--- src/rtl/recolector_datos.sv ---
// recolector_datos: walks regfile then data memory one word per enable_next for the debug UART path.
// Optional RECOLECTOR_CHECKSUM_EN appends an XOR checksum word after the last memory word.
module recolector_datos #(
  parameter int len            = 32,
  parameter int cant_regs      = 32,
  parameter int cant_mem_datos = 16,
  parameter int NB_reg_addr    = $clog2(cant_regs),
  parameter int NB_mem_addr    = $clog2(cant_mem_datos)
) (
  input  logic                   clk,
  input  logic                   reset,
  input  logic                   restart,
  input  logic                   send_regs,
  input  logic                   enable_next,
  output logic [NB_reg_addr-1:0] reg_addr,
  input  logic [len-1:0]         reg_data,
  output logic [NB_mem_addr-1:0] mem_addr,
  output logic                   mem_re,
  input  logic [len-1:0]         mem_data,
  output logic [len-1:0]         data_out,
  output logic                   data_valid,
  output logic                   done
);
`ifdef RECOLECTOR_CHECKSUM_EN
  typedef enum logic [1:0] {S_REGS = 2'd0, S_MEM = 2'd1, S_CSUM = 2'd2, S_DONE = 2'd3} state_t;
  logic [len-1:0] acc;
`else
  typedef enum logic [1:0] {S_REGS = 2'd0, S_MEM = 2'd1, S_DONE = 2'd3} state_t;
`endif
  localparam logic [NB_reg_addr-1:0] LAST_REG = NB_reg_addr'(cant_regs - 1);
  localparam logic [NB_mem_addr-1:0] LAST_MEM = NB_mem_addr'(cant_mem_datos - 1);
  state_t state, next_state;
  logic [1:0] pend;
  logic last_reg, last_mem, to_mem, advance, capture;
  logic [len-1:0] src;
  assign last_reg = reg_addr == LAST_REG;
  assign last_mem = mem_addr == LAST_MEM;
  assign to_mem   = last_reg || !send_regs;
  assign advance  = enable_next && state != S_DONE;
  // an accepted advance re-arms the pipe, so an in-flight word is never captured
  assign capture  = pend[1] && !advance;
  assign src      = state == S_MEM ? mem_data : reg_data;
  always_ff @(posedge clk or posedge reset)
    if (reset) state <= S_REGS;
    else state <= next_state;
  always_comb begin
    next_state = state;
    if (restart) next_state = S_REGS;
    else if (enable_next)
      case (state)
        S_REGS: next_state = to_mem ? S_MEM : S_REGS;
`ifdef RECOLECTOR_CHECKSUM_EN
        S_MEM:  next_state = last_mem ? S_CSUM : S_MEM;
        S_CSUM: next_state = S_DONE;
`else
        S_MEM:  next_state = last_mem ? S_DONE : S_MEM;
`endif
        default: next_state = state;
      endcase
  end
  always_comb begin
    mem_re = state == S_MEM;
    done   = state == S_DONE;
  end
  always_ff @(posedge clk or posedge reset)
    if (reset) begin
      reg_addr   <= '0;
      mem_addr   <= '0;
      data_out   <= '0;
      data_valid <= 1'b0;
      pend       <= 2'b01;
    end else if (restart) begin
      reg_addr   <= '0;
      mem_addr   <= '0;
      data_valid <= 1'b0;
      pend       <= 2'b01;
    end else if (advance) begin
      data_valid <= 1'b0;
      pend       <= 2'b00;
      if (state == S_REGS) begin
        pend <= 2'b01;
        if (to_mem) mem_addr <= '0;
        else reg_addr <= reg_addr + 1'b1;
      end
      if (state == S_MEM && !last_mem) begin
        pend     <= 2'b01;
        mem_addr <= mem_addr + 1'b1;
      end
`ifdef RECOLECTOR_CHECKSUM_EN
      if (state == S_MEM && last_mem) begin
        data_out   <= acc;
        data_valid <= 1'b1;
      end
`endif
    end else begin
      pend <= {pend[0], 1'b0};
      if (pend[1]) begin
        data_out   <= src;
        data_valid <= 1'b1;
      end
    end
`ifdef RECOLECTOR_CHECKSUM_EN
  always_ff @(posedge clk or posedge reset)
    if (reset) acc <= '0;
    else if (restart) acc <= '0;
    else if (capture) acc <= acc ^ src;
`endif
endmodule

--- config.mk ---
export PLATFORM = sky130hd
export DESIGN_NAME = recolector_datos
export DESIGN_NICKNAME = d
export VERILOG_FILES = /design/src/rtl/recolector_datos.sv
export SDC_FILE = /design/constraint.sdc
export NUM_CORES = 1
export LEC_CHECK = 0
export CAP_MARGIN = 20
export CORE_ASPECT_RATIO = 1.4
export CORE_MARGIN = 2
export CORE_UTILIZATION = 25
export CTS_BUF_LIST = sky130_fd_sc_hd__clkbuf_8
export CTS_CLUSTER_SIZE = 16
export DETAILED_ROUTE_END_ITERATION = 10
export PLACE_DENSITY = 0.59
export REMOVE_ABC_BUFFERS = 1
export SKIP_LAST_GASP = 1
export SYNTH_ARGS = -nofsm -noshare
export SYNTH_HDL_FRONTEND = slang
export SYNTH_SLANG_ARGS = --single-unit
--- constraint.sdc ---
create_clock -name clk -period 4.1 [get_ports clk]
set_input_delay 0.41 -clock clk [delete_from_list [all_inputs] [get_ports clk]]
set_output_delay 0.41 -clock clk [all_outputs]
set_load 0.005 [all_outputs]
==> impl_metrics.ini, run 1 <==
[run_status]
outcome = finished, final reports clean

[clocking]
cts_setup_buffers = 0
cts-hold-fix-buffers = 0
cts_sinks = 46
clock_tree.buffer_depth = 2
cts_max_level = 2
cts_buffers = 5
clk_pin_slew_worst_paths_ps = 80
cts_tree = yes
insertion_delay_ps = 290
clockRootBuffer = clkbuf_8
post_cts_resized = 0

[grt]
grt_max_degree = 47
top_usage_layer = met2
grt_pass1_vias = 1893
grt_pass1_wl_mm = 9.21
met1_usage = 0.134
grt_overflow = 0
antenna_found_initial = 0
use_met3 = 0.0273
use_met2 = 0.203
grtUsageTotal = 0.114

[timing]
relSlewSlack = 0.497
drv_slew = 0
rsz0062_at_grt = no
timing.hold.ws_ps = 476
hold_viol = 0
timing.final.crit_period_ps = 2550
clock_skew_ps = 2.38
setup_viol_count_final = 0
tightest_slew_ps = 752
final.setup.tns_ps = 0
fmax_mhz = 392
fin_crit_sh = 0.622

[synth]
synth_area_mm2 = 0.00230
yosys_warnings = 0
syn-instance-count = 177
synthDominantCellAreaShare = 0.489
synth_ff_type = dfrtp_1
syn_area_per_cell_um2 = 13.0
ys_ff_latch = 46
synth_cell_type_count = 34
yosysTopAreaCell = dfrtp_1
ys_seq_area_frac = 0.501
synth_area_leaders = dfrtp_1, mux2_2, ha_1, buf_2, a21oi_1
async_flop_share = 1.00
synth_edf_count = 0

[layout]
final_common_cell = clkdlybuf4s50_1
drive_gt1_frac = 0.276
multi_input_area_mm2 = 0.00109
syn_to_final_growth_pct = 58.6
nNetsFinal = 361
diodes = 0
fill_cells = 855
regArea_mm2 = 0.00115
final_cell_mix = clkdlybuf4s50_1, mux2_2, dfrtp_1

[worst_setup_path]
reg2reg_depth = 4
reg2reg_to = data_out[14]
cp-end-kind = primary output
timing.reg2reg.setup_slack_ps = 1850
rr_startpoint = state[0]
cp_data_required_time_ps = 3690
path_class = flop to primary output
cp-startpoint = state[0]
crit_path_start_kind = flop
crit_fanout = 25
cp-endpoint = mem_re
cp.arrival_ps = 2140

[route]
vias = 1817
via_per_inst = 4.58
wl_mm = 5.57
drcViolationCount = 0
first_pass_iters = 4
dr.first_iter.drc_count = 63
wire_per_inst_um = 14.0
antenna_left = 0

[die]
core_mm2 = 0.00898
rows = 41
boundaryPins = 113
die_x_um = 85.1
initial_utilization = 0.256
die_h_um = 118
die_area_mm2 = 0.0100

[pwr]
p_leak_nw = 1.47
peakVddDrop_mv = 0.142
total_power_w = 0.00129
power-per-cell-area_mw_per_mm2 = 353

[job]
drv_cap = 0

[place]
io_buffers = 112
routabilityCongestion = 0.738
place_hpwl_mm = 4.12

[hold_path]
hp-class = primary input to asynchronous set/reset pin
## cell families (layout without fill, tap and decap cells)
family,count (synthesis),after routing,share of synthesized area
muxes,66,66,0.323
buffers and inverters,16,129,0.0332
adders and majority gates,3,3,0.0163
and+or+nand+nor,25,25,0.0658
DFF,46,46,0.501
AOI/OAI and AO/OA,21,21,0.0614
## state kept, by name, summed over array words and instances (netlist names)
register / cells
state: 2
pend: 2
data_out: 32
data_valid: 1
reg_addr: 5
mem_addr: 4
## metal layers
metal | up-vias | wire [um]
li1 | 869 | -
met5 | - | 0
met3 | 6 | 392
met1 | 878 | 2260
met2 | 64 | 2850
met4 | 0 | 65
## per-stage QoR
step	instance area (um2)	cells	worst slack, ps	util
2_1_floorplan	2250	167	1330	-
3_3_place_gp	3530	388	1700	0.394
3_5_place_dp	3530	388	1600	0.394
4_1_cts	3620	396	1500	0.404
5_1_grt	3650	397	1410	0.407
6_report	3650	397	1550	0.407
## Yosys cell counts (3+ instances only)
library cell,n
inv_1,6
o21ai_0,4
nand3_1,5
ha_1,3
a21oi_1,6
dfrtp_1,45
buf_2,7
nor2b_1,4
mux2_2,66
nand2b_1,3
## worst min path at each step
stage	from	end	slack, ps	cells after the start
global route	reset	mem_addr[2]	520	2
floorplan	pend[1]	data_valid	450	1
CTS	pend[1]	data_valid	490	1
detailed placement	pend[1]	data_valid	470	1
global placement	pend[1]	data_valid	460	1
finish	reset	reg_addr[0]	480	2
## layout make-up
type	instances	area share
inverters	6	0.00617
flip-flops and latches	46	0.316
repair buffers	115	0.319
clock buffers	6	0.0226
clock inverters	2	0.00240
multi-input cells	115	0.298
well taps	107	0.0367
## where the power goes
group | internal [W] | switching (W) | total, W | leakage, nW
logic | 0.000300 | 0.000117 | 0.000417 | 0.842
registers | 0.000543 | 0.0000440 | 0.000587 | 0.571
clock network | 0.000134 | 0.000151 | 0.000285 | 0.0524
## worst max-delay path, cell delays in order (launching register included)
cell and delay, ps:
dfrtp_1 510, nor2b_4 700, clkdlybuf4s50_1 630
Power figures use the tool's default switching activity.
==> inputs of run 2 (changes only) <==
==> constraint.sdc (replaced) <==
create_clock -name clk -period 2.6 [get_ports clk]
set_input_delay 0.26 -clock clk [delete_from_list [all_inputs] [get_ports clk]]
set_output_delay 0.26 -clock clk [all_outputs]
set_load 0.005 [all_outputs]
==> run 2 against run 1 <==
  * Critical path depth up 4
  * Die area unchanged
  * Clock skew is 3.5 ps higher
  * Cell count up 0.76%
  * Largest cell class unchanged
==> impl_metrics.ini, run 2 (synthesized netlist as in run 1, its figures left out) <==
[worst_setup_path]
rr_startpoint = reg_addr[0]
cp_data_required_time_ps = 2820
crit_path_start_kind = flop
crit_fanout = 7
path_class = flop to flop
cp-startpoint = reg_addr[0]
cp.arrival_ps = 2450
cp-end-kind = flop

[layout]
fill_cells = 849
final_common_cell = clkdlybuf4s50_1
top_register = data_out
stdcell_count = 400
largestRegisters = data_out x32, reg_addr x5, mem_addr x4
diodes = 0
regArea_mm2 = 0.00115
drive_gt1_frac = 0.276
final_cell_mix = clkdlybuf4s50_1, mux2_2, dfrtp_1
multi_input_area_mm2 = 0.00109
final_area_mm2 = 0.00367
syn_to_final_growth_pct = 59.3
largest_reg_flops = 32
nNetsFinal = 364

[die]
core_mm2 = 0.00898
die_x_um = 85.1
boundaryPins = 113
die_h_um = 118
die_area_mm2 = 0.0100
initial_utilization = 0.256
rows = 41

[hold_path]
hp-class = primary input to asynchronous set/reset pin

[timing]
tightest_slew_ps = 591
setup_viol_count_final = 0
hold_viol = 0
timing.final.crit_period_ps = 2230
drv_slew = 0
fin_crit_sh = 0.856
fmax_mhz = 449
clock_skew_ps = 5.87
rsz0062_at_grt = no
timing.hold.ws_ps = 418
relSlewSlack = 0.606

[clocking]
post_cts_resized = 0
cts_setup_buffers = 0
cts-hold-fix-buffers = 0
clock_tree.buffer_depth = 2
clockRootBuffer = clkbuf_8
cts_tree = yes
insertion_delay_ps = 290
clk_pin_slew_worst_paths_ps = 80
cts_sinks = 46
cts_max_level = 2
cts_buffers = 5

[place]
io_buffers = 112
dp.cells = 392
routabilityCongestion = 0.802
placed_area_mm2 = 0.00359
place_hpwl_mm = 4.15

[route]
wire_per_inst_um = 13.8
via_per_inst = 4.58
first_pass_iters = 4
wl_mm = 5.50
antenna_left = 0
vias = 1830
drcViolationCount = 0
dr.first_iter.drc_count = 39

[grt]
antenna_found_initial = 0
grt_pass1_vias = 1976
grt_overflow = 0
grtUsageTotal = 0.112
grt_max_degree = 47
grt_pass1_wl_mm = 9.24

[pwr]
clkPwrFrac = 0.205
pwr-share-comb = 0.332
power-per-cell-area_mw_per_mm2 = 542
p_sw_frac = 0.240
p_leak_nw = 1.48
peakVddDrop_mv = 0.213
internal_power_w = 0.00151
switchingPower_w = 0.000476
pwr-share-seq = 0.464

[run_status]
outcome = finished, final reports clean

[job]
drv_cap = 0
run 2: cell types whose count changed in the layout (fill, tap and decap cells not counted):
cell	delta
buf_4	+2
buf_12	+2
clkbuf_8	-1
clkinv_2	-1
inv_1	+2
buf_16	-1
run 2: critical path, cell delays in order, from the launching register on:
cell,delay [ps]
dfrtp_1,420
ha_1,220
and3_1,180
ha_1,200
or3b_1,450
or4_1,530
a21oi_1,150
run 2: layout make-up:
class,instances,area share
sequential,46,0.314
clock inverter,3,0.00307
tap,107,0.0365
timing repair buffer,118,0.325
clock buffer,5,0.0188
multi-input combinational,115,0.297
inverter,6,0.00614
run 2: final timing paths:
path / to / slack, ps / depth (start not counted)
worst max register to register: reg_addr[3] / 370 / 6
worst max-delay path: reg_addr[3] / 370 / 6
worst min register to register: data_valid / 490 / 1
max in group asynchronous: data_out[14] / 1760 / 3
min in group clk: data_valid / 490 / 1
worst min-delay path: data_out[8] / 420 / 3
run 2: through the flow:
stage,setup TNS (ps),util,total power (W),worst slack (ps)
after floorplan,-5310,-,0.00116,-166
after global placement,0,0.400,0.00160,435
after detailed placement,0,0.400,0.00161,387
after CTS,0,0.409,0.00204,370
after global routing,0,0.409,0.00212,281
final,0,0.409,0.00199,373
run 2: power by group through the flow:
| stage | logic [W] | clock network, W | registers (W) |
|---|---|---|---|
| finish | 0.000659 | 0.000407 | 0.000922 |
| CTS | 0.000675 | 0.000436 | 0.000926 |
| floorplan | 0.000208 | 0 | 0.000951 |
| global route | 0.000712 | 0.000459 | 0.000946 |
| detailed placement | 0.000674 | 0 | 0.000940 |
| global placement | 0.000669 | 0 | 0.000934 |
run 2: routing by layer:
metal | up-vias | global-route usage | share of wire
li1 | 873 | - | -
met1 | 890 | 0.127 | 0.41
met2 | 63 | 0.201 | 0.51
met3 | 4 | 0.0316 | 0.074
met4 | 0 | 0.0327 | 0.0074
met5 | - | 0 | 0
==> inputs of run 3 (changes only) <==
--- a/config.mk
+++ b/config.mk
@@ -14,6 +14,7 @@
 export DETAILED_ROUTE_END_ITERATION = 10
 export PLACE_DENSITY = 0.59
 export REMOVE_ABC_BUFFERS = 1
+export SKIP_CTS_REPAIR_TIMING = 1
 export SKIP_LAST_GASP = 1
 export SYNTH_ARGS = -nofsm -noshare
 export SYNTH_HDL_FRONTEND = slang
==> results of run 3 <==
Same layout as run 2: the final DEF is identical, and so are final timing and power.
